File: src/rtl/uart_param_core.sv
// rtl/uart_param_core.sv - parametrised full-duplex UART core with TX/RX FIFOs
// Frame format and baud divisor are fixed at elaboration; both FIFOs are first-word-fall-through.

module uart_param_fifo #(
  parameter int W     = 8,
  parameter int DEPTH = 16
) (
  input  logic         clk,
  input  logic         rst_n,
  input  logic         wr_en,
  input  logic [W-1:0] wr_data,
  input  logic         rd_en,
  output logic [W-1:0] rd_data,
  output logic         full,
  output logic         empty
);
  localparam int AW = $clog2(DEPTH);

  logic [W-1:0] mem [DEPTH];
  logic [AW:0]  wr_ptr;
  logic [AW:0]  rd_ptr;

  always_ff @(posedge clk or negedge rst_n) begin
    if (!rst_n) begin
      wr_ptr <= '0;
      rd_ptr <= '0;
    end else begin
      if (wr_en) wr_ptr <= wr_ptr + 1'b1;
      if (rd_en) rd_ptr <= rd_ptr + 1'b1;
    end
  end

  always_ff @(posedge clk) begin
    if (wr_en) mem[wr_ptr[AW-1:0]] <= wr_data;
  end

  // Extra pointer MSB distinguishes full from empty when the index bits match.
  assign rd_data = mem[rd_ptr[AW-1:0]];
  assign empty   = (wr_ptr == rd_ptr);
  assign full    = (wr_ptr[AW] != rd_ptr[AW]) && (wr_ptr[AW-1:0] == rd_ptr[AW-1:0]);
endmodule

module uart_param_core #(
  parameter int P_CLK_HZ     = 50_000_000,
  parameter int P_BAUD       = 115200,
  parameter int P_DATA_BITS  = 8,
  parameter int P_PARITY     = 0,
  parameter int P_STOP_BITS  = 1,
  parameter int P_FIFO_DEPTH = 16
) (
  input  logic                   sys_clk,
  input  logic                   sys_rst_n,
  input  logic                   uart_rx,
  output logic                   uart_tx,
  input  logic [P_DATA_BITS-1:0] tx_data,
  input  logic                   tx_valid,
  output logic                   tx_ready,
  output logic                   tx_busy,
  output logic [P_DATA_BITS-1:0] rx_data,
  output logic                   rx_frame_err,
  output logic                   rx_parity_err,
  output logic                   rx_valid,
  input  logic                   rx_ready,
  output logic                   rx_overrun
);
  localparam int              DB        = P_DATA_BITS;
  localparam int              DIV       = (P_CLK_HZ + P_BAUD / 2) / P_BAUD;
  localparam int              CW        = $clog2(DIV);
  localparam logic [CW-1:0]   BIT_END   = CW'(DIV - 1);
  localparam logic [CW-1:0]   HALF_END  = CW'(DIV / 2 - 1);
  localparam logic [3:0]      LAST_DATA = 4'(DB - 1);
  localparam logic [3:0]      LAST_STOP = 4'(P_STOP_BITS - 1);
  localparam bit              PAR_EN    = (P_PARITY != 0);

  function automatic logic par_of(input logic [DB-1:0] d);
    return (P_PARITY == 1) ? ~^d : ^d;
  endfunction

  typedef enum logic [2:0] {TX_IDLE, TX_START, TX_DATA, TX_PARITY, TX_STOP} tx_state_t;
  typedef enum logic [2:0] {RX_IDLE, RX_START, RX_DATA, RX_PARITY, RX_STOP, RX_PUSH, RX_BREAK} rx_state_t;

  // ---------------- TX path ----------------
  logic          tx_full, tx_empty, tx_pop;
  logic [DB-1:0] tx_head;
  tx_state_t     tx_state, tx_state_nx;
  logic [CW-1:0] tx_cnt, tx_cnt_nx;
  logic [3:0]    tx_bit, tx_bit_nx;
  logic [DB-1:0] tx_shift, tx_shift_nx;
  logic          tx_par, tx_par_nx;
  logic          tx_line, tx_q, tx_busy_d, tx_tick;

  uart_param_fifo #(.W(DB), .DEPTH(P_FIFO_DEPTH)) u_tx_fifo (
    .clk    (sys_clk),
    .rst_n  (sys_rst_n),
    .wr_en  (tx_valid && !tx_full),
    .wr_data(tx_data),
    .rd_en  (tx_pop),
    .rd_data(tx_head),
    .full   (tx_full),
    .empty  (tx_empty)
  );

  assign tx_tick = (tx_cnt == BIT_END);

  always_comb begin
    tx_state_nx = tx_state;
    tx_cnt_nx   = tx_cnt + 1'b1;
    tx_bit_nx   = tx_bit;
    tx_shift_nx = tx_shift;
    tx_par_nx   = tx_par;
    tx_pop      = 1'b0;
    tx_line     = 1'b1;
    case (tx_state)
      TX_IDLE: begin
        tx_cnt_nx = '0;
        if (!tx_empty) begin
          tx_pop      = 1'b1;
          tx_shift_nx = tx_head;
          tx_par_nx   = par_of(tx_head);
          tx_state_nx = TX_START;
        end
      end
      TX_START: begin
        tx_line = 1'b0;
        if (tx_tick) begin
          tx_cnt_nx   = '0;
          tx_bit_nx   = '0;
          tx_state_nx = TX_DATA;
        end
      end
      TX_DATA: begin
        tx_line = tx_shift[0];
        if (tx_tick) begin
          tx_cnt_nx   = '0;
          tx_shift_nx = tx_shift >> 1;
          if (tx_bit == LAST_DATA) begin
            tx_bit_nx   = '0;
            tx_state_nx = PAR_EN ? TX_PARITY : TX_STOP;
          end else begin
            tx_bit_nx = tx_bit + 1'b1;
          end
        end
      end
      TX_PARITY: begin
        tx_line = tx_par;
        if (tx_tick) begin
          tx_cnt_nx   = '0;
          tx_bit_nx   = '0;
          tx_state_nx = TX_STOP;
        end
      end
      TX_STOP: begin
        if (tx_tick) begin
          tx_cnt_nx = '0;
          if (tx_bit == LAST_STOP) begin
            tx_bit_nx = '0;
            // Chain straight into the next start bit so bursts have no idle gap.
            if (!tx_empty) begin
              tx_pop      = 1'b1;
              tx_shift_nx = tx_head;
              tx_par_nx   = par_of(tx_head);
              tx_state_nx = TX_START;
            end else begin
              tx_state_nx = TX_IDLE;
            end
          end else begin
            tx_bit_nx = tx_bit + 1'b1;
          end
        end
      end
      default: tx_state_nx = TX_IDLE;
    endcase
  end

  always_ff @(posedge sys_clk or negedge sys_rst_n) begin
    if (!sys_rst_n) begin
      tx_state  <= TX_IDLE;
      tx_cnt    <= '0;
      tx_bit    <= '0;
      tx_shift  <= '0;
      tx_par    <= 1'b0;
      tx_q      <= 1'b1;
      tx_busy_d <= 1'b0;
    end else begin
      tx_state  <= tx_state_nx;
      tx_cnt    <= tx_cnt_nx;
      tx_bit    <= tx_bit_nx;
      tx_shift  <= tx_shift_nx;
      tx_par    <= tx_par_nx;
      tx_q      <= tx_line;
      tx_busy_d <= (tx_state != TX_IDLE);
    end
  end

  // The line is registered one cycle behind the FSM; tx_busy_d covers that trailing cycle.
  assign uart_tx  = tx_q;
  assign tx_ready = !tx_full;
  assign tx_busy  = !tx_empty || (tx_state != TX_IDLE) || tx_busy_d;

  // ---------------- RX path ----------------
  logic            rx_s1, rx_s2, rx_s3, rx_fall, rx_tick;
  rx_state_t       rx_state, rx_state_nx;
  logic [CW-1:0]   rx_cnt, rx_cnt_nx;
  logic [3:0]      rx_bit, rx_bit_nx;
  logic [DB-1:0]   rx_shift, rx_shift_nx;
  logic            rx_par_s, rx_par_s_nx;
  logic            rx_ferr, rx_ferr_nx;
  logic            rx_perr, rx_push_req, rx_wr, rx_pop, rx_full, rx_empty;
  logic [DB+1:0]   rx_head;

  // Synchroniser resets low so a line already low at release is not taken as a falling edge.
  always_ff @(posedge sys_clk or negedge sys_rst_n) begin
    if (!sys_rst_n) begin
      rx_s1 <= 1'b0;
      rx_s2 <= 1'b0;
      rx_s3 <= 1'b0;
    end else begin
      rx_s1 <= uart_rx;
      rx_s2 <= rx_s1;
      rx_s3 <= rx_s2;
    end
  end

  assign rx_fall = rx_s3 && !rx_s2;
  assign rx_tick = (rx_cnt == BIT_END);

  always_comb begin
    rx_state_nx = rx_state;
    rx_cnt_nx   = rx_cnt + 1'b1;
    rx_bit_nx   = rx_bit;
    rx_shift_nx = rx_shift;
    rx_par_s_nx = rx_par_s;
    rx_ferr_nx  = rx_ferr;
    rx_push_req = 1'b0;
    case (rx_state)
      RX_IDLE: begin
        rx_cnt_nx = '0;
        if (rx_fall) rx_state_nx = RX_START;
      end
      RX_START: begin
        if (rx_cnt == HALF_END) begin
          rx_cnt_nx   = '0;
          rx_bit_nx   = '0;
          rx_state_nx = rx_s2 ? RX_IDLE : RX_DATA;
        end
      end
      RX_DATA: begin
        if (rx_tick) begin
          rx_cnt_nx   = '0;
          rx_shift_nx = {rx_s2, rx_shift[DB-1:1]};
          if (rx_bit == LAST_DATA) begin
            rx_bit_nx   = '0;
            rx_state_nx = PAR_EN ? RX_PARITY : RX_STOP;
          end else begin
            rx_bit_nx = rx_bit + 1'b1;
          end
        end
      end
      RX_PARITY: begin
        if (rx_tick) begin
          rx_cnt_nx   = '0;
          rx_par_s_nx = rx_s2;
          rx_state_nx = RX_STOP;
        end
      end
      RX_STOP: begin
        if (rx_tick) begin
          rx_cnt_nx   = '0;
          rx_ferr_nx  = !rx_s2;
          rx_state_nx = RX_PUSH;
        end
      end
      RX_PUSH: begin
        rx_cnt_nx   = '0;
        rx_push_req = 1'b1;
        rx_state_nx = rx_ferr ? RX_BREAK : RX_IDLE;
      end
      RX_BREAK: begin
        rx_cnt_nx = '0;
        if (rx_s2) rx_state_nx = RX_IDLE;
      end
      default: rx_state_nx = RX_IDLE;
    endcase
  end

  always_ff @(posedge sys_clk or negedge sys_rst_n) begin
    if (!sys_rst_n) begin
      rx_state <= RX_IDLE;
      rx_cnt   <= '0;
      rx_bit   <= '0;
      rx_shift <= '0;
      rx_par_s <= 1'b0;
      rx_ferr  <= 1'b0;
    end else begin
      rx_state <= rx_state_nx;
      rx_cnt   <= rx_cnt_nx;
      rx_bit   <= rx_bit_nx;
      rx_shift <= rx_shift_nx;
      rx_par_s <= rx_par_s_nx;
      rx_ferr  <= rx_ferr_nx;
    end
  end

  assign rx_perr = PAR_EN && (rx_par_s != par_of(rx_shift));

  // A same-cycle pop frees the slot being written, so a full FIFO can still accept.
  assign rx_pop     = !rx_empty && rx_ready;
  assign rx_wr      = rx_push_req && (!rx_full || rx_pop);
  assign rx_overrun = rx_push_req && rx_full && !rx_pop;

  uart_param_fifo #(.W(DB + 2), .DEPTH(P_FIFO_DEPTH)) u_rx_fifo (
    .clk    (sys_clk),
    .rst_n  (sys_rst_n),
    .wr_en  (rx_wr),
    .wr_data({rx_ferr, rx_perr, rx_shift}),
    .rd_en  (rx_pop),
    .rd_data(rx_head),
    .full   (rx_full),
    .empty  (rx_empty)
  );

  assign rx_valid = !rx_empty;
  assign {rx_frame_err, rx_parity_err, rx_data} = rx_valid ? rx_head : '0;
endmodule

File: config.mk
export PLATFORM = sky130hd
export DESIGN_NAME = uart_param_core
export DESIGN_NICKNAME = d
export VERILOG_FILES = /design/src/rtl/uart_param_core.sv
export SDC_FILE = /design/constraint.sdc
export NUM_CORES = 1
export LEC_CHECK = 0
export ABC_AREA = 1
export BUFFER_PORTS_ARGS = -buffer_cell sky130_fd_sc_hd__buf_2
export CAP_MARGIN = 5
export CELL_PAD_IN_SITES_DETAIL_PLACEMENT = 1
export CELL_PAD_IN_SITES_GLOBAL_PLACEMENT = 1
export CORE_ASPECT_RATIO = 0.8
export CORE_MARGIN = 3
export CORE_UTILIZATION = 50
export DETAILED_ROUTE_END_ITERATION = 8
export GPL_ROUTABILITY_DRIVEN = 0
export PLACE_DENSITY = 0.91
export SKIP_CTS_REPAIR_TIMING = 1
export SYNTH_ARGS = -nofsm -noshare
export SYNTH_HDL_FRONTEND = slang
export SYNTH_HIERARCHICAL = 1
export SYNTH_SLANG_ARGS = --single-unit
File: constraint.sdc
create_clock -name sys_clk -period 3.6 [get_ports sys_clk]
set_input_delay 0.9 -clock sys_clk [delete_from_list [all_inputs] [get_ports sys_clk]]
set_output_delay 0.9 -clock sys_clk [all_outputs]
set_load 0.01 [all_outputs]
==> flow_summary.toml, run 1 <==
[floorplan]
row_count = 59
die_x_um = 213
io_pins = 28
initial_core_util = 0.516
core_area_mm2 = 0.0331
die_y_um = 171
dieArea_mm2 = 0.0364

[logic_synthesis]
synth_top_family_by_area = "simple AND/OR/NAND/NOR gates"
synth_warnings = 6
synth.area.mux_share = 0
yosys.area.top_type = "edfxtp_1"
seq_area_frac_synth = 0.616
synth_xor_area_frac = 0.0168
synth_area_per_cell_um2 = 9.25
synthesis.area_mm2 = 0.0171
yosys-top-cells-area = "edfxtp_1 (51%), nand2_1 (14%), dfrtp_1 (11%)"
syn_inst = 1846
synth_edf_count = 288
synth_flop_cell = "edfxtp_1"
synth_compound_area_frac = 0.0102
ys_top_cells_by_count = "nand2_1 (620), inv_1 (353), edfxtp_1 (288)"
ys_seq_elements = 363
synth_top_cell_area_share = 0.506
synth_adder_area_share = 0.0139
synthArstFlopShare = 0.207
synth.most_common_cell = "nand2_1"
synthSimpleGateAreaFrac = 0.238
ys_types = 40

[final_layout]
syn_to_final_growth_pct = 10.4
diodes = 0
drive_gt1_frac = 0.0774
multi_input_comb_area_mm2 = 0.00483
final_nets = 1926
fillers = 3763
seqCellArea_mm2 = 0.0105

[power_and_ir_drop]
p_leak_nw = 8.78
vdd_drop_max_uv = 528
p_per_area_mw_per_mm2 = 653

[hold_path]
hold_path_startpoint = "rx_s1"
min_path_type = "reg -> reg"
holdPathEnd = "rx_s2"
hold_depth = 0

[setup_path]
crit_slowest_cell = "dfrtp_1"
arrival_ns = 2.56
cp_slowest_stage_delay_ns = 0.57
critPathMaxFanout = 35
cp_common_cell = "nand2_1"
r2r_slack_ns = 0.42
criticalPathCategory = "reg -> out"
timing.rr.end = "tx_par"
r2r_cells = 17
critPathLaunchType = "register"
r2r_start = "u_tx_fifo/rd_ptr[0]"
worstPathRequired_ns = 2.70
crit_chain = "buf_4 -> nand3_1 -> nand2_1 -> nand2_1 -> nand2_1 -> inv_1 -> nand2_1 -> inv_1 -> nor2_1 -> buf_2"
crit_path_end_kind = "output pin"

[detailed_routing]
wl_met1_um = 21400
dr_wl_met2_um = 28400
first_pass_iters = 6
post_drt_wl_per_cell_um = 24.3
routed_wl_um = 57200
via_count = 13700
drt_iter0_drc = 1670
wl_met3_um = 4570
topRoutingLayerUsed = "met4"
drc_errors = 0
postRouteAntennaNets = 0
vias_per_cell = 5.82

[clock_network]
cts_tree = "built"
cts_made_buffers = 38
clk_path_buf_depth = 3
htreeDepth = 2
cts_num_sinks = 363
root_buffer = "clkbuf_16"
clkTransAtPathRegs_ns = 0.06
clock_latency_ns = 0.56

[grt]
overflow = 0
grtUsageTotal = 0.318
grt_max_degree = 76
grt_first_pass_wirelength_um = 87400
antenna_found_initial = 0
grt_pass1_vias = 15100

[placement]
dp_hpwl_um = 32300
io_buffers = 27

[timing]
setup_viol = 0
period_minus_slack_ns = 3.46
rsz0062_at_grt = "no"
timing.final.crit_share = 0.962
drv_slew = 0
hold_viol = 0
max_clock_freq_mhz = 289
hold_ws_ns = 0.357
slew-limit-headroom = 0.322
final.setup.tns_ns = 0
tightest_slew_ns = 1.02
finalClockSkew_ns = 0.0345

[status]
status = "complete, no violations"

[flow_run]
maxCapViolCount = 0
final cells by class:
cell class | count | area share
multi-input cells | 1068 | 0.256
inverters | 368 | 0.0736
flip-flops and latches | 363 | 0.558
clock buffers | 51 | 0.0569
repair buffers | 55 | 0.0193
well taps | 427 | 0.0283
clock inverters | 19 | 0.00750
where the power goes:
part           internal, mW  switching [mW]  leakage [nW]
clock                  2.24            1.73         0.596
sequential             4.79           0.269          3.82
combinational         0.886            2.38          4.36
logic make-up (layout without fill, tap and decap cells):
| group | count (synthesis) | count (layout) |
|---|---|---|
| other | 1 | 16 |
| buffers and inverters | 430 | 493 |
| AND/OR/NAND/NOR | 970 | 970 |
| AO/OA/AOI/OAI | 31 | 31 |
| adder cells (fa/ha/maj) | 19 | 19 |
| flip-flops | 363 | 363 |
| XOR/XNOR | 32 | 32 |
placed cells by master (no fill, tap or decap), drive strengths merged:
cell / count
inv: 366
nand4: 17
nor2: 97
clkbuf: 51
ha: 19
conb: 16
o22ai: 1
and2: 1
a21boi: 1
dfrtp: 74
edfxtp: 288
a21oi: 6
a31oi: 3
xnor2: 11
nor3: 4
buf: 55
nand3b: 2
xor2: 21
dfstp: 1
clkinvlp: 1
nand2: 630
nor3b: 1
nand3: 218
clkinv: 18
bufinv: 2
o21ai: 20
sequential cells by signal, summed over array words and instances (netlist names):
name	cells
u_rx_fifo/mem	160
u_tx_fifo/mem	128
rx_cnt	9
tx_cnt	9
rx_shift	8
tx_shift	8
u_rx_fifo/rd_ptr	5
u_rx_fifo/wr_ptr	5
u_tx_fifo/rd_ptr	5
u_tx_fifo/wr_ptr	5
rx_bit	4
tx_bit	4
rx_state	3
tx_state	3
rx_ferr	1
rx_s1	1
rx_s2	1
rx_s3	1
tx_busy_d	1
tx_par	1
uart_tx	1
per-stage QoR:
| step | cells | total power, mW | worst slack [ns] | util | instance area [um^2] |
|---|---|---|---|---|---|
| finish | 2351 | 12.3 | 0.136 | 0.570 | 18900 |
| global route | 2351 | 12.8 | 0.0176 | 0.570 | 18900 |
| CTS | 2351 | 12.2 | 0.133 | 0.570 | 18900 |
| detailed placement | 2281 | 8.09 | 0.605 | 0.533 | 17600 |
| global placement | 2281 | 7.90 | 0.828 | 0.533 | 17600 |
| floorplan | 1861 | 7.07 | 1.05 | - | 17100 |
how the worst max path moves through the flow:
stage          cells after the start  slack [ns]              endpoint                start
6_report                          10        0.14            rx_data[7]  u_rx_fifo/rd_ptr[1]
2_1_floorplan                     11        1.05  u_rx_fifo/mem[15][0]  u_rx_fifo/rd_ptr[0]
4_1_cts                            9        0.13            rx_data[1]  u_rx_fifo/rd_ptr[0]
5_1_grt                           10        0.02            rx_data[7]  u_rx_fifo/rd_ptr[1]
3_3_place_gp                       5        0.83   u_tx_fifo/mem[1][1]             tx_valid
3_5_place_dp                       5        0.61   u_tx_fifo/mem[4][0]             tx_valid
critical path, delay by kind of cell (launching register included):
family        cells  cell delay [ns]
buf+inv           4             0.72
flops             1             0.57
simple gates      6             0.70
per-layer routing:
layer	up-vias	GRT usage
met5	-	0
met4	0	0.165
met3	233	0.0602
met2	810	0.547
met1	6803	0.386
li1	5848	-
No activity file was read; power rests on OpenSTA's default activity.
==> inputs of run 2 (changes only) <==
- BUFFER_PORTS_ARGS: -buffer_cell sky130_fd_sc_hd__buf_2 -> -buffer_cell sky130_fd_sc_hd__buf_4
- MAX_ROUTING_LAYER: default -> met4
- clock period: 3.6 -> 3.7 ns (I/O delays scaled with it)
==> run 2 against run 1 <==
Compared with the run above: die area unchanged; worst hold slack improved by 0.015 ns; total power decreased by 3.3%; cell count decreased by 0.30%; core utilization increased by 0.13 points; global-route usage decreased by 1.6 points; combinational power decreased by 5%; sequential share of layout area decreased by 0.12 points; clock skew decreased by 0.0046 ns; critical endpoint is now rx_data[0]; non-clock buffer count decreased by 4; sequential cell count unchanged.
==> flow_summary.toml, run 2 (synthesis gave the netlist of run 1 again) <==
[status]
status = "complete, no violations"

[timing]
timing.final.crit_share = 0.952
setup_viol = 0
hold_ws_ns = 0.372
finalClockSkew_ns = 0.0299
hold_viol = 0
slew-limit-headroom = 0.300
tightest_slew_ns = 1.05
drv_slew = 0
max_clock_freq_mhz = 284
final.setup.tns_ns = 0
period_minus_slack_ns = 3.52

[grt]
antenna_found_initial = 0
grt_max_degree = 76
grt_pass1_vias = 14500
grtUsageTotal = 0.302
overflow = 0
grt_first_pass_wirelength_um = 82100

[detailed_routing]
drt_iter0_drc = 1217
drc_errors = 0
postRouteAntennaNets = 0
via_count = 13400
vias_per_cell = 5.70
first_pass_iters = 7
post_drt_wl_per_cell_um = 22.4
routed_wl_um = 52500

[setup_path]
worstPathBufferInverterCount = 4
criticalPathCategory = "reg -> out"
cp_slowest_stage_delay_ns = 0.61
worstPathRequired_ns = 2.77
crit_chain = "inv_4 -> buf_12 -> nand2_1 -> nand2_1 -> nand2_1 -> nand3_1 -> nand3_1 -> nand2_1 -> inv_1 -> nor2_1 -> buf_4"
arrival_ns = 2.60
critPathTopFamily = "buffers and inverters"
crit_path_end_kind = "output pin"
cp_common_cell = "nand2_1"
critPathLaunchType = "register"
crit_slowest_cell = "dfrtp_4"
critPathMaxFanout = 40

[clock_network]
cts_tree = "built"
cts_num_sinks = 363
cts_made_buffers = 37
root_buffer = "clkbuf_16"
htreeDepth = 2
clock_latency_ns = 0.55
clk_path_buf_depth = 3
clkTransAtPathRegs_ns = 0.06

[final_layout]
final_nets = 1921
diodes = 0
mostFrequentLayoutCells = "nand2_1 (620), inv_1 (353), edfxtp_1 (288)"
final_common_cell = "nand2_1"
final_util = 0.572
drive_gt1_frac = 0.0762
finalNonFillerCells = 2344
syn_to_final_growth_pct = 10.7
largest_reg_flops = 160

[floorplan]
initial_core_util = 0.516
row_count = 59
core_area_mm2 = 0.0331
io_pins = 28
die_x_um = 213
die_y_um = 171
dieArea_mm2 = 0.0364

[flow_run]
maxCapViolCount = 0

[power_and_ir_drop]
pwr-share-seq = 0.416
p_clk_frac = 0.324
intPower_mw = 7.82
netSwitchingFraction = 0.344
p_sw_mw = 4.09
p_per_area_mw_per_mm2 = 630
p_comb_frac = 0.260
vdd_drop_max_uv = 477
p_leak_nw = 8.77

[hold_path]
min_path_type = "reg -> reg"

[placement]
io_buffers = 27
placedCellCount = 2277
dp_hpwl_um = 31300
==> run 2: power groups by stage <==
| stage | registers, mW | clock network (mW) | logic (mW) |
|---|---|---|---|
| finish | 4.95 | 3.86 | 3.10 |
| floorplan | 4.86 | 0 | 2.02 |
| detailed placement | 5.00 | 0 | 2.91 |
| global placement | 4.97 | 0 | 2.72 |
| global route | 4.97 | 4.04 | 3.39 |
| CTS | 4.93 | 3.88 | 3.04 |
==> run 2: stage by stage <==
step / power, mW / cell area [um^2] / setup slack (ns)
after floorplan: 6.88 / 17100 / 1.15
final: 11.9 / 18900 / 0.176
after detailed placement: 7.91 / 17700 / 0.324
after CTS: 11.9 / 18900 / 0.0214
after global routing: 12.4 / 18900 / -0.00712
after global placement: 7.69 / 17700 / 0.641
==> run 2: layout make-up <==
class	count	area, um^2
fillers	3753	14200
flip-flops and latches	363	10500
multi-input cells	1068	4830
inverters	368	1390
clock buffers	47	973
well taps	427	534
repair buffers	51	408
clock inverters	20	231
==> run 2: worst paths after layout <==
path / to / startpoint / slack, ns / cells after the start
hold / removal: rx_s2 / rx_s1 / 0.37 / 0
hold reg to reg: rx_s2 / rx_s1 / 0.37 / 0
max in group asynchronous: u_rx_fifo/rd_ptr[0] / sys_rst_n / 2.33 / 1
setup reg to reg: u_rx_fifo/mem[3][8] / u_rx_fifo/rd_ptr[0] / 0.23 / 9
min in group asynchronous: u_tx_fifo/rd_ptr[3] / sys_rst_n / 0.58 / 1
setup / recovery: rx_data[0] / u_rx_fifo/rd_ptr[0] / 0.18 / 11
==> run 2: worst register-to-register path: stages, from the launching register on <==
cell,delay [ns]
dfrtp_4,0.61
xnor2_1,0.22
nand4_1,0.15
nor2_1,0.05
buf_4,0.19
o21ai_0,0.35
nand4_1,0.18
inv_1,0.29
nand2_1,0.29
nor2_1,0.77
==> run 2: layer usage <==
layer / up-vias / part of all wire / global-route usage
li1: 5824 / - / -
met2: 685 / 0.50 / 0.514
met5: - / 0 / -
met4: 0 / 0.037 / 0.113
met3: 158 / 0.069 / 0.0419
met1: 6696 / 0.39 / 0.372
